===== src/rtl/radio_timing_sequencer_pkg.sv =====
// Shared types and default timing constants for the radio front-end sequencer.
package pa_RadioTimingSeq;

  typedef enum logic [2:0] {
    IDLE     = 3'd0,
    PLL_WAIT = 3'd1,
    ARST     = 3'd2,
    ACTIVE   = 3'd3,
    RAMPDOWN = 3'd4,
    ERROR    = 3'd5
  } te_state_t;

  typedef enum logic [1:0] {
    CNT_HOLD,
    CNT_LOAD,
    CNT_INC,
    CNT_DEC
  } te_cnt_op_t;

  localparam int DEF_SIZE_T_ARSTFS    = 8;
  localparam int DEF_PLL_TIMEOUT      = 1023;
  localparam int DEF_RAMP_DOWN_CYCLES = 4;
  localparam int DEF_SIZE_CNT         = 10;

endpackage


===== src/rtl/radio_timing_sequencer_cnt.sv =====
// Shared load/increment/decrement cycle counter; saturates at SAT_MAX and at 0.
module te_cycle_counter
  import pa_RadioTimingSeq::*;
#(
  parameter int SIZE_CNT = DEF_SIZE_CNT,
  parameter int SAT_MAX  = DEF_PLL_TIMEOUT - 1
) (
  input  logic                clk,
  input  logic                rst,
  input  te_cnt_op_t          i_op,
  input  logic [SIZE_CNT-1:0] i_load_val,
  output logic [SIZE_CNT-1:0] o_count
);

  localparam logic [SIZE_CNT-1:0] L_MAX = SIZE_CNT'(SAT_MAX);

  logic [SIZE_CNT-1:0] r_count;

  always_ff @(posedge clk) begin
    if (rst) begin
      r_count <= '0;
    end else begin
      case (i_op)
        CNT_LOAD: r_count <= i_load_val;
        CNT_INC:  if (r_count < L_MAX) r_count <= r_count + 1'b1;
        CNT_DEC:  if (r_count != '0) r_count <= r_count - 1'b1;
        default:  r_count <= r_count;
      endcase
    end
  end

  assign o_count = r_count;

endmodule


===== src/rtl/radio_timing_sequencer.sv =====
// Radio front-end power sequencer: PLL up, settle, guard time, then PA/LNA;
// orderly ramp-down on disable. Outputs are registered from the next state.
module radio_timing_sequencer
  import pa_RadioTimingSeq::*;
#(
  parameter int SIZE_SPISLAVE_T_ARSTFS = DEF_SIZE_T_ARSTFS,
  parameter int PLL_TIMEOUT            = DEF_PLL_TIMEOUT,
  parameter int RAMP_DOWN_CYCLES       = DEF_RAMP_DOWN_CYCLES,
  parameter int SIZE_CNT               = DEF_SIZE_CNT
) (
  input  logic                              clk,
  input  logic                              rst,
  input  logic                              radioEnable,
  input  logic                              radioRxEn,
  input  logic                              pllSettled,
  input  logic [SIZE_SPISLAVE_T_ARSTFS-1:0] tArstFs,
  output logic                              pllEnable,
  output logic                              paEnable,
  output logic                              lnaEnable,
  output logic                              radioReady,
  output logic                              pllTimeout,
  output logic [2:0]                        teState
);

  localparam logic [SIZE_CNT-1:0] L_TO_LAST   = SIZE_CNT'(PLL_TIMEOUT - 1);
  localparam logic [SIZE_CNT-1:0] L_RAMP_LOAD = SIZE_CNT'(RAMP_DOWN_CYCLES - 1);

  te_state_t           r_state;
  logic                r_rx_mode;
  logic                r_pll_timeout;
  logic                r_pll_en, r_pa_en, r_lna_en, r_ready;

  te_state_t           w_nxt_state;
  logic                w_nxt_rx_mode;
  logic                w_nxt_timeout;
  te_cnt_op_t          w_cnt_op;
  logic [SIZE_CNT-1:0] w_cnt_load;
  logic [SIZE_CNT-1:0] w_cnt;
  logic [SIZE_CNT-1:0] w_tarst;
  logic                w_nxt_active;

  assign w_tarst = SIZE_CNT'(tArstFs);

  te_cycle_counter #(
    .SIZE_CNT (SIZE_CNT),
    .SAT_MAX  (PLL_TIMEOUT - 1)
  ) u_cnt (
    .clk        (clk),
    .rst        (rst),
    .i_op       (w_cnt_op),
    .i_load_val (w_cnt_load),
    .o_count    (w_cnt)
  );

  always_comb begin
    w_nxt_state   = r_state;
    w_nxt_rx_mode = r_rx_mode;
    w_nxt_timeout = r_pll_timeout;
    w_cnt_op      = CNT_HOLD;
    w_cnt_load    = '0;
    case (r_state)
      IDLE: begin
        if (radioEnable) begin
          w_nxt_state   = PLL_WAIT;
          w_cnt_op      = CNT_LOAD;
          w_nxt_rx_mode = radioRxEn;
          w_nxt_timeout = 1'b0;
        end
      end
      PLL_WAIT: begin
        if (!radioEnable) begin
          w_nxt_state = RAMPDOWN;
          w_cnt_op    = CNT_LOAD;
          w_cnt_load  = L_RAMP_LOAD;
        end else if (pllSettled) begin
          w_nxt_state = ARST;
          w_cnt_op    = CNT_LOAD;
          w_cnt_load  = w_tarst;
        end else if (w_cnt == L_TO_LAST) begin
          w_nxt_state   = ERROR;
          w_nxt_timeout = 1'b1;
        end else begin
          w_cnt_op = CNT_INC;
        end
      end
      ARST: begin
        if (!radioEnable) begin
          w_nxt_state = RAMPDOWN;
          w_cnt_op    = CNT_LOAD;
          w_cnt_load  = L_RAMP_LOAD;
        end else if (w_cnt == '0) begin
          w_nxt_state = ACTIVE;
        end else begin
          w_cnt_op = CNT_DEC;
        end
      end
      ACTIVE: begin
        if (!radioEnable) begin
          w_nxt_state = RAMPDOWN;
          w_cnt_op    = CNT_LOAD;
          w_cnt_load  = L_RAMP_LOAD;
        end else if (!pllSettled) begin
          w_nxt_state   = ERROR;
          w_nxt_timeout = 1'b1;
        end else if (radioRxEn != r_rx_mode) begin
          // Turnaround re-runs the guard time with both PA and LNA off.
          w_nxt_state   = ARST;
          w_cnt_op      = CNT_LOAD;
          w_cnt_load    = w_tarst;
          w_nxt_rx_mode = radioRxEn;
        end
      end
      RAMPDOWN: begin
        if (w_cnt == '0) w_nxt_state = IDLE;
        else             w_cnt_op    = CNT_DEC;
      end
      ERROR: begin
        w_nxt_timeout = 1'b1;
        if (!radioEnable) w_nxt_state = IDLE;
      end
      default: w_nxt_state = IDLE;
    endcase
  end

  assign w_nxt_active = (w_nxt_state == ACTIVE);

  always_ff @(posedge clk) begin
    if (rst) begin
      r_state       <= IDLE;
      r_rx_mode     <= 1'b0;
      r_pll_timeout <= 1'b0;
      r_pll_en      <= 1'b0;
      r_pa_en       <= 1'b0;
      r_lna_en      <= 1'b0;
      r_ready       <= 1'b0;
    end else begin
      r_state       <= w_nxt_state;
      r_rx_mode     <= w_nxt_rx_mode;
      r_pll_timeout <= w_nxt_timeout;
      r_pll_en      <= (w_nxt_state == PLL_WAIT) || (w_nxt_state == ARST) ||
                       (w_nxt_state == ACTIVE)   || (w_nxt_state == RAMPDOWN);
      r_pa_en       <= w_nxt_active && !w_nxt_rx_mode;
      r_lna_en      <= w_nxt_active &&  w_nxt_rx_mode;
      r_ready       <= w_nxt_active;
    end
  end

  assign pllEnable  = r_pll_en;
  assign paEnable   = r_pa_en;
  assign lnaEnable  = r_lna_en;
  assign radioReady = r_ready;
  assign pllTimeout = r_pll_timeout;
  assign teState    = r_state;

endmodule

===== config.mk =====
export PLATFORM = sky130hd
export DESIGN_NAME = radio_timing_sequencer
export DESIGN_NICKNAME = d
export VERILOG_FILES = /design/src/rtl/radio_timing_sequencer_pkg.sv /design/src/rtl/radio_timing_sequencer_cnt.sv /design/src/rtl/radio_timing_sequencer.sv
export SDC_FILE = /design/constraint.sdc
export NUM_CORES = 1
export LEC_CHECK = 0
export ABC_AREA = 1
export CAP_MARGIN = 20
export CORE_MARGIN = 8
export CORE_UTILIZATION = 50
export CTS_BUF_LIST = sky130_fd_sc_hd__clkbuf_2
export CTS_CLUSTER_SIZE = 28
export DETAILED_ROUTE_END_ITERATION = 16
export GPL_TIMING_DRIVEN = 1
export PLACE_DENSITY_LB_ADDON = 0.05
export SLEW_MARGIN = 20
export SYNTH_ARGS = -nofsm -noshare
export SYNTH_HDL_FRONTEND = slang
export SYNTH_SLANG_ARGS = --single-unit

===== constraint.sdc =====
create_clock -name clk -period 2.6 [get_ports clk]
set_clock_uncertainty 0.15 [all_clocks]
set_input_delay 0.78 -clock clk [delete_from_list [all_inputs] [get_ports clk]]
set_output_delay 0.78 -clock clk [all_outputs]
set_load 0.02 [all_outputs]

==> out/metrics.yaml <==
worst_setup_path:
  crit_fanout: 4
  worstRegToRegCells: 16
  startpoint_type: "register"
  path_delay_family: "simple AND/OR/NAND/NOR gates"
  cp_slowest_cell: "dfxtp_4"
  worstPathBufferInverterCount: 4
  cp_common_cell: "nand2_2"
  endpoint_kind: "register"
  cp_num_cells: 16
  cp.arrival_ps: 2710
  worstSetupPathType: "register to register"
  critPathRequiredTime_ps: 2770
  cp_slowest_stage_delay_ps: 430
  crit_chain: "nor2_4 -> nand2_2 -> nor2_4 -> nand2_2 -> o21ai_4 -> clkinvlp_4 -> buf_6 -> ha_4 -> nand2_1 -> inv_2 -> buf_4 -> nand3_1 -> nand2_2 -> xor2_1 -> nand2_1 -> a21oi_2"
synth:
  mappedNetlistArea_sq_um: 1580
  synth-seq-cells: 19
  synthFlopType: "dfxtp_1"
  synth_top_area_share: 0.241
  synthesis.nets: 280
  avgSynthCellArea_sq_um: 6.12
  yosys.cell_count.top_type: "nand2_1"
  synth_seq_area_share: 0.241
  synth_cell_type_count: 34
  synth_edf_count: 0
  synth.area.top_cells: "dfxtp_1 (24%), nand2_1 (17%), inv_1 (7.8%)"
  syn-instance-count: 258
  yosysTopAreaCell: "dfxtp_1"
  synthTopCellsByCount: "nand2_1 (71), inv_1 (33), nor2_1 (28)"
  yosysWarnings: 0
  synthArstFlopShare: 0
pwr:
  swShare: 0.407
  p_clk_frac: 0.134
  p_int_uw: 654
  p_switching_uw: 450
  leakage_nw: 1.16
  power.share.combinational: 0.547
  ir_worst_vdd_mv: 0.383
  power_density_nw_per_um2: 471
  p_seq_frac: 0.319
cells_and_area:
  fin_nets: 344
  final_util: 0.774
  antenna_cells: 0
  num-fill-cells: 226
  ff_latch_area_sq_um: 405
  fin_cells: 365
  area_growth_pct: 48.4
  final_cell_area_sq_um: 2340
  drive_above_1_share: 0.312
  multi_input_area_sq_um: 1180
placed_design:
  dp_cells: 346
  place_area_sq_um: 2040
  place_ws_ps: -540
  gp_congestion: 0.935
  io_buffers: 20
  hpwl_mm: 3.35
route:
  vias_per_cell: 5.13
  drc_errors: 0
  drt-pass1-iter-count: 4
  routed_wl_mm: 4.76
  drtIter0Drc: 176
  wl_per_cell_um: 13.0
  via_count: 1872
  ant_nets: 0
floorplan:
  start_util: 0.521
  ios: 21
  design.die.area_sq_um: 5210
  coreArea_sq_um: 3030
  die_w_um: 72.2
  die_h_um: 72.2
  num_rows: 20
timing:
  fmax_mhz: 393
  fin_crit_ps: 2550
  maxSlewViolCount: 0
  setup_violations: 0
  fin_tns_setup_ps: 0
  fin_crit_sh: 0.979
  final_hold_viol_count: 0
  fin_ws_ps: 54.0
  tightest_slew_ps: 306
  rsz0062_at_grt: "yes"
  slew_headroom: 0.793
clocking:
  cts_sinks: 19
  clk_pin_slew_worst_paths_ps: 240
  htree_num_levels: 1
  numCtsBuffers: 3
  cts.path.max_buffers: 2
  root_buffer: "clkbuf_2"
  holdBufCountCts: 0
  cts_tree: "done"
  clock_latency_ps: 350
run_status:
  status: "finished, final reports clean"
grt:
  grt_use_total: 0.184
  grt_antenna_before_repair: 0
  first_global_vias: 1644
  grt_pass1_wl_mm: 7.71
  grt_max_degree: 12
  grt-ovfl-total: 0
worst_hold_path:
  min_path_cells: 2
  min_path_type: "register to register"
job:
  max-cap-violations: 0
[state kept, by name, summed over array words and instances, names as in the netlist]
name and cells:
lnaEnable 1, paEnable 1, pllEnable 1, pllTimeout 1
r_rx_mode 1, radioReady 1, teState 3, u_cnt.o_count 10
[routing by layer]
layer / GRT usage / up-vias / wire (um)
met4: 0.0658 / 0 / 70
met5: 0 / - / 0
met3: 0.0372 / 7 / 359
met1: 0.257 / 847 / 2200
met2: 0.270 / 58 / 2130
li1: - / 960 / -
[placed cells by master (no fill, tap or decap), types with 2 or more instances in the layout]
cell,netlist,layout
nand2_1,71,65
buf_4,0,37
inv_1,33,29
nor2_1,28,24
nand3_1,22,20
clkdlybuf4s50_1,0,19
a21oi_1,21,18
dfxtp_1,19,9
inv_2,5,8
nand2_2,2,8
o21ai_1,5,8
nor2_2,5,5
ha_4,0,5
dfxtp_2,0,5
dfxtp_4,0,5
nor2_4,0,4
xor2_1,4,4
o21ai_0,8,4
clkbuf_2,0,4
nand3_2,1,3
nand2_4,3,3
a21oi_2,1,3
ha_1,8,3
buf_6,1,3
nand4_1,2,2
xnor2_1,2,2
a22oi_1,2,2
[final timing paths]
kind                          from               end  slack (ps)
hold / removal          pllTimeout        pllTimeout         310
setup reg to reg  u_cnt.o_count[4]  u_cnt.o_count[8]          50
setup / recovery  u_cnt.o_count[4]  u_cnt.o_count[8]          50
hold reg to reg         pllTimeout        pllTimeout         310
[metrics by stage]
step	hold slack [ps]	total power, mW
after CTS	311	1.03
after detailed placement	287	0.837
final	307	1.10
after global routing	327	1.17
after floorplan	323	0.634
after global placement	283	0.838
[power groups by stage]
| stage | Clock [mW] | Sequential, mW | Combinational, mW |
|---|---|---|---|
| 6_report | 0.148 | 0.352 | 0.604 |
| 5_1_grt | 0.161 | 0.356 | 0.658 |
| 4_1_cts | 0.150 | 0.349 | 0.527 |
| 3_5_place_dp | 0 | 0.351 | 0.486 |
| 3_3_place_gp | 0 | 0.351 | 0.486 |
| 2_1_floorplan | 0 | 0.365 | 0.269 |
[worst min-delay path, delay by kind of cell (launching register included)]
family	cells	cell delay, ps
buf+inv	1	40
compound gates	1	50
flops	1	350
[cell type report]
| cell class | instances | area share |
|---|---|---|
| multi-input cells | 197 | 0.503 |
| well taps | 44 | 0.0235 |
| clock inverters | 1 | 0.00214 |
| clock buffers | 3 | 0.00641 |
| flip-flops and latches | 19 | 0.173 |
| repair inverters | 1 | 0.00320 |
| inverters | 39 | 0.0635 |
| repair buffers | 61 | 0.225 |
[timing repair]
item | 4_1_cts | 5_1_grt
setup endpoints to repair | 6 | 7
pin swaps | 5 | 15
buffers inserted | 3 | 11
resized for setup | 19 | 36
gates cloned | 1 | 0
[cell families (layout without fill, tap and decap cells)]
family / Yosys count / in the layout / synth area share
xor gates and xnor gates: 6 / 6 / 0.0333
buffers and inverters: 42 / 105 / 0.105
AOI/OAI and AO/OA: 46 / 46 / 0.168
DFF: 19 / 19 / 0.241
adders and majority gates: 9 / 9 / 0.0761
and+or+nand+nor: 136 / 136 / 0.376
No activity file was read; power rests on OpenSTA's default activity.
